File: src/rtl/cpu_types_pkg.sv
// Shared types and constants for the memory-stage sequencer and its helpers.
// Latency: n/a (type and constant definitions only).
// Backpressure: n/a.
//
// Contents:
//   memctrl_state_t  - 2-bit state of the MEM-stage request sequencer
//   TIMEOUT_CYC_DEF  - default number of request cycles before err is flagged
//   is_memop()       - true when the MEM slot carries a load or a store
package cpu_types_pkg;

  typedef enum logic [1:0] {
    IDLE   = 2'd0,
    WAIT   = 2'd1,
    HOLD   = 2'd2,
    HALTED = 2'd3
  } memctrl_state_t;

  localparam int TIMEOUT_CYC_DEF = 1024;
  localparam int CNT_W_DEF       = 16;

  function automatic logic is_memop(input logic valid, input logic ren, input logic wen);
    return valid & (ren | wen);
  endfunction

endpackage

File: src/rtl/sat_counter.sv
// Saturating up-counter with a restart input.
// Latency: count updates one cycle after inc/clr are sampled.
// Backpressure: none; inc at MAX simply holds the count.
//
// Ports:
//   CLK  - clock, rising edge
//   RST  - synchronous active-high reset, count -> 0
//   clr  - restart the count from zero this cycle
//   inc  - count this cycle (combined with clr the result is 1)
//   cnt  - current count, never exceeds MAX
module sat_counter #(
  parameter int           W   = 8,
  parameter logic [W-1:0] MAX = '1
) (
  input  logic         CLK,
  input  logic         RST,
  input  logic         clr,
  input  logic         inc,
  output logic [W-1:0] cnt
);

  // Start point for this cycle's increment: a restart discards the old count
  // so that clr+inc yields 1, which lets a new request count its first cycle.
  logic [W-1:0] base;

  always_comb begin
    base = clr ? '0 : cnt;
  end

  always_ff @(posedge CLK) begin
    if (RST) begin
      cnt <= '0;
    end else if (inc && (base != MAX)) begin
      cnt <= base + W'(1);
    end else begin
      cnt <= base;
    end
  end

endmodule

File: src/rtl/mem_stage_ctrl.sv
// MEM-stage data-memory sequencer driving the write side of MEM/WB.
// Latency: zero-wait hits complete in the request cycle; misses complete on the dhit cycle.
// Backpressure: stall_o freezes IF/ID/EX/MEM while a miss is outstanding; freeze_i parks returned data.
//
// Ports:
//   CLK, RST                  - clock and synchronous active-high reset
//   mem_valid_i, dREN_i, dWEN_i, addr_i, store_i, halt_i
//                             - instruction currently in MEM (held stable by stall_o)
//   freeze_i                  - global downstream freeze
//   dhit, dmemload            - cache completion strobe and read data
//   dmemREN/WEN/addr/store    - cache request
//   mw_en_o, mw_flush_o, dmemload_o
//                             - MEM/WB register write controls and load data
//   stall_o                   - upstream freeze while busy
//   halt_o, err_o             - sticky halted / request-timeout flags
//   stall_cnt_o               - saturating count of stall_o cycles
module mem_stage_ctrl
  import cpu_types_pkg::*;
#(
  parameter int TIMEOUT_CYC = TIMEOUT_CYC_DEF,
  parameter int CNT_W       = CNT_W_DEF
) (
  input  logic             CLK,
  input  logic             RST,
  input  logic             mem_valid_i,
  input  logic             dREN_i,
  input  logic             dWEN_i,
  input  logic [31:0]      addr_i,
  input  logic [31:0]      store_i,
  input  logic             halt_i,
  input  logic             freeze_i,
  input  logic             dhit,
  input  logic [31:0]      dmemload,
  output logic             dmemREN,
  output logic             dmemWEN,
  output logic [31:0]      dmemaddr,
  output logic [31:0]      dmemstore,
  output logic             mw_en_o,
  output logic             mw_flush_o,
  output logic [31:0]      dmemload_o,
  output logic             stall_o,
  output logic             halt_o,
  output logic             err_o,
  output logic [CNT_W-1:0] stall_cnt_o
);

  memctrl_state_t state_q, state_d;

  logic [31:0]      load_q;
  logic             load_cap;   // park dmemload because MEM/WB is frozen
  logic             load_sel;   // present parked data instead of the live bus
  logic             wait_clr;
  logic             wait_inc;
  logic             err_set;
  logic [CNT_W-1:0] wait_cnt;
  logic             memop;
  logic             req_rd;
  logic             req_wr;

  // Address and store data are pure pass-through; upstream stall keeps them
  // stable for the whole request.
  assign dmemaddr  = addr_i;
  assign dmemstore = store_i;

  assign memop  = is_memop(mem_valid_i, dREN_i, dWEN_i);
  // Load wins if both enables are set, so the cache never sees a dual request.
  assign req_rd = mem_valid_i & dREN_i;
  assign req_wr = mem_valid_i & dWEN_i & ~dREN_i;

  // ---------------------------------------------------------------------------
  // Next state and outputs
  // ---------------------------------------------------------------------------
  always_comb begin
    state_d    = state_q;
    dmemREN    = 1'b0;
    dmemWEN    = 1'b0;
    mw_en_o    = 1'b0;
    mw_flush_o = 1'b0;
    stall_o    = 1'b0;
    load_cap   = 1'b0;
    load_sel   = 1'b0;
    wait_clr   = 1'b1;
    wait_inc   = 1'b0;

    case (state_q)
      IDLE: begin
        if (memop) begin
          dmemREN = req_rd;
          dmemWEN = req_wr;
          if (dhit) begin
            if (!freeze_i) begin
              // Zero-wait completion: the instruction flows straight on.
              mw_en_o = 1'b1;
            end else begin
              load_cap = 1'b1;
              stall_o  = 1'b1;
              state_d  = HOLD;
            end
          end else begin
            // First request cycle counts towards the timeout.
            mw_flush_o = 1'b1;
            stall_o    = 1'b1;
            wait_inc   = 1'b1;
            state_d    = WAIT;
          end
        end else if (halt_i && mem_valid_i && !freeze_i) begin
          // Let the halt itself reach WB, then stop everything.
          mw_en_o = 1'b1;
          state_d = HALTED;
        end else begin
          mw_en_o = !freeze_i;
        end
      end

      WAIT: begin
        dmemREN = req_rd;
        dmemWEN = req_wr;
        if (dhit) begin
          if (!freeze_i) begin
            mw_en_o = 1'b1;
            state_d = IDLE;
          end else begin
            load_cap = 1'b1;
            stall_o  = 1'b1;
            state_d  = HOLD;
          end
        end else begin
          // Bubble into WB so the instruction is never written twice.
          mw_flush_o = 1'b1;
          stall_o    = 1'b1;
          wait_clr   = 1'b0;
          wait_inc   = 1'b1;
        end
      end

      HOLD: begin
        // Request already satisfied: keep the cache quiet so it cannot replay.
        stall_o  = 1'b1;
        load_sel = 1'b1;
        if (!freeze_i) begin
          mw_en_o = 1'b1;
          state_d = IDLE;
        end
      end

      HALTED: begin
        stall_o = 1'b1;
      end
    endcase

    if (RST) begin
      dmemREN    = 1'b0;
      dmemWEN    = 1'b0;
      mw_en_o    = 1'b0;
      mw_flush_o = 1'b1;
      stall_o    = 1'b0;
      load_sel   = 1'b0;
    end
  end

  assign dmemload_o = load_sel ? load_q : dmemload;

  // Timeout is flagged on the edge where the request-cycle count reaches
  // TIMEOUT_CYC; the request itself keeps waiting.
  always_comb begin
    err_set = 1'b0;
    if (wait_inc) begin
      if (wait_clr) begin
        err_set = (TIMEOUT_CYC <= 1);
      end else begin
        err_set = (wait_cnt >= CNT_W'(TIMEOUT_CYC - 1));
      end
    end
  end

  // ---------------------------------------------------------------------------
  // State and sticky flags
  // ---------------------------------------------------------------------------
  always_ff @(posedge CLK) begin
    if (RST) begin
      state_q <= IDLE;
      load_q  <= '0;
      halt_o  <= 1'b0;
      err_o   <= 1'b0;
    end else begin
      state_q <= state_d;
      if (load_cap) begin
        load_q <= dmemload;
      end
      if (state_d == HALTED) begin
        halt_o <= 1'b1;
      end
      if (err_set) begin
        err_o <= 1'b1;
      end
    end
  end

  // ---------------------------------------------------------------------------
  // Counters
  // ---------------------------------------------------------------------------
  sat_counter #(
    .W   (CNT_W),
    .MAX (CNT_W'(TIMEOUT_CYC))
  ) u_wait_cnt (
    .CLK (CLK),
    .RST (RST),
    .clr (wait_clr),
    .inc (wait_inc),
    .cnt (wait_cnt)
  );

  sat_counter #(
    .W   (CNT_W),
    .MAX ({CNT_W{1'b1}})
  ) u_stall_cnt (
    .CLK (CLK),
    .RST (RST),
    .clr (1'b0),
    .inc (stall_o),
    .cnt (stall_cnt_o)
  );

endmodule

File: config.mk
export PLATFORM = sky130hd
export DESIGN_NAME = mem_stage_ctrl
export DESIGN_NICKNAME = d
export VERILOG_FILES = /design/src/rtl/cpu_types_pkg.sv /design/src/rtl/sat_counter.sv /design/src/rtl/mem_stage_ctrl.sv
export SDC_FILE = /design/constraint.sdc
export NUM_CORES = 1
export LEC_CHECK = 0
export ABC_AREA = 1
export CORE_ASPECT_RATIO = 1.75
export CORE_MARGIN = 2
export CORE_UTILIZATION = 40
export CTS_CLUSTER_DIAMETER = 100
export DETAILED_ROUTE_END_ITERATION = 8
export PLACE_DENSITY = 0.81
export SETUP_SLACK_MARGIN = 0.15
export SYNTH_ARGS = -nofsm -noshare
export SYNTH_HDL_FRONTEND = slang
export SYNTH_SLANG_ARGS = --single-unit
export TNS_END_PERCENT = 10
File: constraint.sdc
create_clock -name CLK -period 2.6 [get_ports CLK]
set_input_delay 0.52 -clock CLK [delete_from_list [all_inputs] [get_ports CLK]]
set_output_delay 0.52 -clock CLK [all_outputs]
set_load 0.02 [all_outputs]
Word-level counts from Yosys, hierarchy flattened
Index checks and enable logic that the tools add are counted.

cells by class
  bitwise gates (word level) = 6
  muxes and demuxes = 41
  $add $sub $neg = 2
  magnitude comparators = 1
  divide/modulo/power cells = 0
  reduce and logical (&&, ||, !) cells = 7
  shift operators = 0
  equal/unequal tests = 6
  $mul = 0

operators with widths
  cell                   number
  $add 16x1->16 const B  2
  $mux 16                2
  $mux 32                1
  $mux 1                 24
  $ge 16x10->1 const B   1
  $ne 16x11->1 const B   1
  $ne 16x16->1 const B   1
  $mux 2                 7
  $pmux 1 s2             4
  $eq 2x2->1 const B     3
  $pmux 1 s3             2
  $pmux 2 s3             1
  $and 1x1->1            4
  $logic_and 1x1->1      4
  $eq 2x1->1 const B     1
  $logic_not 2->1        1
  $reduce_or 2->1        1
  $logic_not 1->1        1
  $not 1->1              1
  $or 1x1->1             1

word-level totals
  bits of input ports = 104
  memory bits (read-only) = 0
  register bits = 68
  output and inout bits = 119
  memories kept = 0
  memory bits (writable) = 0
  latch bits = 0
  logic and storage cells = 69

Logic depth before layout (Yosys ltp)
Gate-level depths: netlist (run 1).

  word-level depth = 6
  depth in mapped cells = 16

Hierarchy
Synthesis (run 1) repeated with hierarchy kept, for this count alone.

second synthesis, totals
  cell total of the unflattened synthesis = 678
  area, all modules = 4,745.8 um^2

by module, submodules not included
  module                     instances  cells each  area an instance (um^2)
  mem_stage_ctrl             1          308         2,527.4
  sat_counter (u_wait_cnt)   1          201         1,173.6
  sat_counter (u_stall_cnt)  1          169         1,044.8

Worst setup path before layout (run 1)
Ideal clock, no wire load.

  kind = input to register
  start = in dhit
  end = reg u_wait_cnt.cnt[8]
  stages = 13
  required time = 2.481 ns
  slack = 0.488 ns
  library setup time = 0.119 ns
  arrival time = 1.993 ns
  cells stage by stage = buf_4 > nor2_4 > buf_4 > nand2_1 > inv_1 > ha_1 > nand2_1 > inv_1 > nand4_1 > nor2_4 > nand2_1 > o21ai_0 > a21oi_1

on the way
  longest elaborated chain between the ends = 6

RTL lines
  what                                                   line                  RTL
  start, declared                                        mem_stage_ctrl.sv:32  input logic dhit,
  branches (longest 5 deep; another with $add 16x1->16)  --
  $mux 16 *                                              sat_counter.sv:33     end else if (inc && (base != MAX)) begin
  end signal, assigned                                   sat_counter.sv:34     cnt <= base + W'(1);
  end signal, assigned                                   sat_counter.sv:36     cnt <= base;
  end, declared                                          sat_counter.sv:19     output logic [W-1:0] cnt

Every way passes the cells marked *.
A chain may end at the register's enable or synchronous reset.

Final worst setup path (run 1)
  start = in RST
  end = out dmemload_o[1]

on the way
  longest elaborated chain between the ends = 2

RTL lines
  what             line                   RTL
  start, declared  mem_stage_ctrl.sv:24   input logic RST,
  $mux 1           mem_stage_ctrl.sv:151  if (RST) begin
  $mux 32          mem_stage_ctrl.sv:161  assign dmemload_o = load_sel ? load_q : dmemload;
  end, declared    mem_stage_ctrl.sv:40   output logic [31:0] dmemload_o,

Every way passes these cells.

==> key figures, run 1 <==
Floorplan
  • Io pins: approximately 220
  • Die H: 141 um
  • Core area: about 11000 um2
  • Starting density of the core: 0.406
  • Std-Cell Rows: 50
  • Die extent in x: slightly above 80 um
  • Die ar.: about 12000 um2

Placement
  • DP HPWL: 7830 um
  • IO Port Bufs: 94
  • Setup WS pre-CTS: -198 ps
  • RePlAce Congestion: 0.892

Synthesis
  • Post-synth cell types: 32
  • Synthesized area per cell: between 6 and 7 um2
  • Post-synth EDFFs: 0
  • Synthesized net count: between 700 and 800
  • #FFs+latches synth: between 60 and 70
  • Mapped Area: 4300 um2
  • Synthesized instance count: 632
  • Syn. warnings: 0
  • Area leader, netlist: dfxtp_1
  • Post-synthesis sequential area ratio: 0.317
  • Top post-synthesis cells by area: dfxtp_1, buf_4, nand2_1
  • FFs w/ async S/R, synth: 0
  • Share of Yosys cell area claimed by the top area cell type: 0.317
  • Top_reg_cell synth: dfxtp_1

CTS
  • Clock Sink Count: about 70
  • Clk buf depth: 2
  • H-tree depth: 3
  • Skew-Pair Late Insertion Delay: 330 ps
  • Clock Root Buffer: clkbuf_16
  • CTS clock-pin slew for the worst setup and hold paths: ~60 ps
  • CTS tree: done
  • CTS buffer count: 9

Drt
  • Detail-routed via count per cell: about 5
  • Vias: between 4000 and 5000
  • Routed Antenna Nets: 0
  • WL per Instance: about 13 um
  • DRC Markers: 0
  • Routed WL: around 10000 um
  • First drt pass iteration count: 4
  • First-iteration detailed-routing DRC count: ~120

Pwr
  • Reg power frac: 0.381
  • Lkg Pwr: roughly 0.0022 uW
  • Clock share of power: 0.419
  • Net switching fraction of the power: 0.274
  • Power Density: between 500 and 600 nW/um2
  • Switch Pwr: ~800 uW
  • Combinational Power Share: 0.200
  • Final total power: 2930 uW
  • P_int: between 2000 and 2500 uW
  • Peak supply drop: ~0.36 mV

Layout
  • Fraction of layout cells with a size suffix above 1: 0.155
  • Most frequent cells in the layout: nand2_1, dfxtp_1, o21ai_0
  • # diodes: 0
  • Final net count: ~780
  • Area delta synth->final: 22.8%
  • Commonest non-fill, non-tap cell in the layout: nand2_1

Flow run
  • Max-Cap Viols: 0

Worst setup path
  • Critical Path Start Type: input pin
  • Crit path buf inv count: 5
  • CP max-delay cell: clkdlybuf4s50_1
  • Worst-path cell chain: clkdlybuf4s50_1, inv_1, nand3_2, buf_12, buf_4, o21ai_0, clkdlybuf4s15_2
  • Crit path max fanout: 14
  • Worst path required time: 2080 ps
  • Setup Crit Path Kind: input pin to output pin
  • CP delay by family, top: buffers and inverters
  • Endpoint class of the critical path: output pin
  • Worst EP arrival: between 1500 and 2000 ps
  • CP peak stage delay: around 420 ps

Timing
  • F_max: 407 MHz
  • Final count of pins violating max slew: 0
  • Final Hold Fails: 0
  • Post-layout min period: about 2500 ps
  • Setup ws final: about 140 ps
  • # setup viols final: 0
  • Final hold slack: between 400 and 500 ps
  • RSZ-0062 raised after global routing: true
  • Tcrit/Tclk final: 0.946
  • Clock skew: just under 8 ps
  • Worst slew pin tran: 490 ps
  • Slew headroom: 0.673

Global route
  • Number of global-route vias before repair: about 4000
  • Gr ovfl total: 0
  • GRT Resource Usage Total: 0.194
  • First-pass GRT wire length: between 15000 and 20000 um
  • Initial antenna violation count: 0
  • Largest net degree at the start of global routing: 65

Worst hold path
  • Worst hold path type: register to register

Run status
  • Status: finished, final reports clean
-- worst reg2reg max path: stages (launching register included) --
cell	delay, ps
dfxtp_1	390
buf_4	240
nand2_1	110
nor2_4	110
nand2_1	80
inv_1	100
ha_1	190
nand2_1	60
inv_1	50
nand4_1	150
nor2_4	180
nand2_1	90
o21ai_0	160
a21oi_1	50
-- per-layer routing --
metal | routed length (um) | up-vias | part of all wire | track usage
met2 | 5500 | 127 | 0.53 | 0.344
li1 | - | 2069 | - | -
met4 | 757 | 0 | 0.072 | 0.158
met3 | 492 | 81 | 0.047 | 0.0282
met1 | 3710 | 1795 | 0.35 | 0.189
met5 | 0 | - | 0 | 0
-- synthesized netlist by cell type (9+ instances only) --
| master | count |
|---|---|
| nand2_1 | 133 |
| buf_4 | 68 |
| dfxtp_1 | 68 |
| o21ai_0 | 65 |
| inv_1 | 57 |
| a21oi_1 | 50 |
| nor2_1 | 50 |
| nand3_1 | 27 |
| nand4_1 | 16 |
| nand2_2 | 13 |
| clkbuf_1 | 12 |
| a21oi_2 | 9 |
-- power by group through the flow --
stage / Clock [uW] / Combinational (uW) / Sequential (uW)
final: 1230 / 587 / 1120
after global routing: 1300 / 648 / 1130
after CTS: 1260 / 594 / 1120
after detailed placement: 0 / 620 / 1140
after global placement: 0 / 615 / 1140
after floorplan: 0 / 492 / 1140
-- what timing repair did --
action	CTS	global route
setup endpoints to repair	37	33
resized for setup	98	9
hold buffers	0	0
buffers inserted	0	0
-- state kept, by name (all words and copies together) (netlist names) --
| name | flops |
|---|---|
| u_wait_cnt.cnt | 16 |
| halt_o | 1 |
| err_o | 1 |
| state_q | 2 |
| u_stall_cnt.cnt | 16 |
| load_q | 32 |
-- stage by stage --
stage	instances	instance area [um2]	setup TNS, ps	utilization
after floorplan	632	4300	0	-
after global placement	791	5010	-4270	0.474
after detailed placement	791	5010	-4580	0.474
after CTS	807	5300	0	0.501
after global routing	807	5280	0	0.499
final	807	5280	0	0.499
-- worst paths after layout --
kind / depth (start not counted) / end / slack [ps] / from
max: 7 / dmemload_o[1] / 140 / RST
min: 2 / load_q[9]$_SDFFE_PP0P_ / 440 / load_q[9]$_SDFFE_PP0P_
max reg2reg: 13 / u_wait_cnt.cnt[8]$_SDFF_PP0_ / 520 / state_q[0]$_SDFF_PP0_
min reg2reg: 2 / load_q[9]$_SDFFE_PP0P_ / 440 / load_q[9]$_SDFFE_PP0P_
-- final cells by class --
class,instances,area (um2)
Fill cell,1034,5300
Multi-Input combinational cell,411,2070
Sequential cell,68,1360
Timing Repair Buffer,120,1140
Clock buffer,12,256
Inverter,62,233
Tap cell,130,163
Clock inverter,4,47.5
-- cells by family (layout without fill, tap and decap cells) --
kind of cell               after synthesis  in the layout  share of synthesized area
AOI/OAI and AO/OA                      134            134                      0.165
xor gates and xnor gates                 6              6                     0.0122
adders and majority gates                3              3                    0.00874
buffers and inverters                  153            198                      0.202
DFF                                     68             68                      0.317
and+or+nand+nor                        268            268                      0.295
Note: power is estimated with default switching activity, not from simulation.
==> inputs of run 2 (changes only) <==
Settings changed: CORE_UTILIZATION 40 to 55, CTS_CLUSTER_SIZE set to 12, DONT_BUFFER_PORTS set to 1, PLACE_DENSITY 0.81 to 0.7.
==> key figures, run 2 (same netlist as run 1, synthesis figures left out) <==
Timing
  • Slew headroom: 0.497
  • Final hold slack: 260 ps
  • F_max: approximately 450 MHz
  • Final count of pins violating max slew: 0
  • Post-layout min period: roughly 2200 ps
  • Clock skew: between 7 and 8 ps
  • Fin Setup TNS: 0 ps
  • RSZ-0062 raised after global routing: false
  • Final Hold Fails: 0
  • # setup viols final: 0
  • Setup ws final: around 370 ps
  • Tcrit/Tclk final: 0.859
  • Worst slew pin tran: around 750 ps

Layout
  • Commonest non-fill, non-tap cell in the layout: nand2_1
  • Largest Register: load_q
  • Most frequent cells in the layout: nand2_1, dfxtp_1, o21ai_0
  • Area delta synth->final: 1.60%
  • Final net count: between 600 and 700
  • # diodes: 0
  • Fraction of layout cells with a size suffix above 1: 0.168
  • Biggest regs: load_q (32), u_stall_cnt.cnt (16), u_wait_cnt.cnt (16)
  • Max FFs per register: 32

Worst setup path
  • CP peak stage delay: about 470 ps
  • Worst-path cell chain: buf_4, nor2_2, nor2_1, nand3_1, a21oi_1
  • Setup Crit Path Kind: register to output pin
  • Worst EP arrival: 1710 ps
  • Worst flop-to-flop path startpoint: state_q[1]$_SDFF_PP0_
  • Worst path required time: around 2100 ps
  • Setup crit start: state_q[0]$_SDFF_PP0_
  • Crit path max fanout: 15
  • CP delay by family, top: compound AO/OA/AOI/OAI gates
  • Critical Path Start Type: register
  • Endpoint class of the critical path: output pin
  • CP max-delay cell: a21oi_1
  • Crit path buf inv count: 1

Drt
  • DRC Markers: 0
  • First drt pass iteration count: 5
  • Routed Antenna Nets: 0
  • Detail-routed via count per cell: ~5.7
  • WL per Instance: 14.4 um
  • First-iteration detailed-routing DRC count: ~370
  • Routed WL: 9810 um
  • Vias: 3904

CTS
  • CTS tree: done
  • Skew-Pair Late Insertion Delay: around 330 ps
  • Clk buf depth: 2
  • H-tree depth: 3
  • Clock Sink Count: a little under 70
  • Post-CTS Hold Buffers: 0
  • CTS buffer count: 9
  • Clock Root Buffer: clkbuf_16
  • CTS clock-pin slew for the worst setup and hold paths: about 60 ps

Global route
  • Number of global-route vias before repair: 3576
  • GRT Resource Usage Total: 0.229
  • Initial antenna violation count: 0
  • Largest net degree at the start of global routing: 65
  • Gr ovfl total: 0
  • First-pass GRT wire length: approximately 16000 um

Floorplan
  • Std-Cell Rows: 42
  • Die H: around 120 um
  • Die extent in x: between 70 and 80 um
  • Die ar.: 8560 um2
  • Core area: about 7600 um2
  • Io pins: 223
  • Starting density of the core: 0.568

Placement
  • IO Port Bufs: 0
  • Setup WS pre-CTS: between 400 and 500 ps
  • RePlAce Congestion: approximately 0.87
  • DP HPWL: ~7000 um

Worst hold path
  • Worst hold path type: input pin to register
  • Origin of the worst min-delay path: RST

Pwr
  • Lkg Pwr: about 0.0018 uW
  • Peak supply drop: between 0.5 and 0.6 mV
  • Power Density: 640 nW/um2

Run status
  • Status: finished, final reports clean

Flow run
  • Max-Cap Viols: 0
## run 2: path summary, 6_finish.rpt
check / to / slack (ps) / cells after the start
hold reg to reg: load_q[3]$_SDFFE_PP0P_ / 450 / 2
setup reg to reg: u_wait_cnt.cnt[10]$_SDFF_PP0_ / 530 / 14
setup / recovery: mw_en_o / 370 / 5
hold / removal: state_q[0]$_SDFF_PP0_ / 260 / 1
## run 2: area by class of cell
cell class	instances	area, um2
Tap cell	88	110
Timing Repair Buffer	38	285
Clock buffer	11	253
Clock inverter	5	50.0
Sequential cell	68	1360
Fill cell	755	3200
Inverter	62	233
Multi-Input combinational cell	411	2070
## run 2: metrics by stage
stage | power [uW] | instances | utilization | cell area [um2]
2_1_floorplan | 1630 | 632 | - | 4300
3_3_place_gp | 1580 | 667 | 0.537 | 4060
3_5_place_dp | 1590 | 667 | 0.537 | 4060
4_1_cts | 2810 | 683 | 0.577 | 4360
5_1_grt | 2920 | 683 | 0.577 | 4370
6_report | 2790 | 683 | 0.577 | 4370
## run 2: repair_timing
action	in CTS	in global routing
setup endpoints to repair	0	1
gates resized for setup	0	1
buffers inserted	0	0
## run 2: power breakdown
part           switching (uW)  internal [uW]  total, uW
Clock                     435            787       1220
Combinational             293            145        438
Sequential               38.3           1100       1130
## run 2: per-layer routing
layer	wire, um	global-route usage
met2	4870	0.375
met4	320	0.119
met5	0	0.0196
met3	918	0.0955
met1	3700	0.249
==> inputs of run 3 (changes only) <==
Settings changed: CTS_CLUSTER_DIAMETER 100 to 60.
==> results of run 3 <==
Final layout, timing and power as in run 2 (identical DEF).
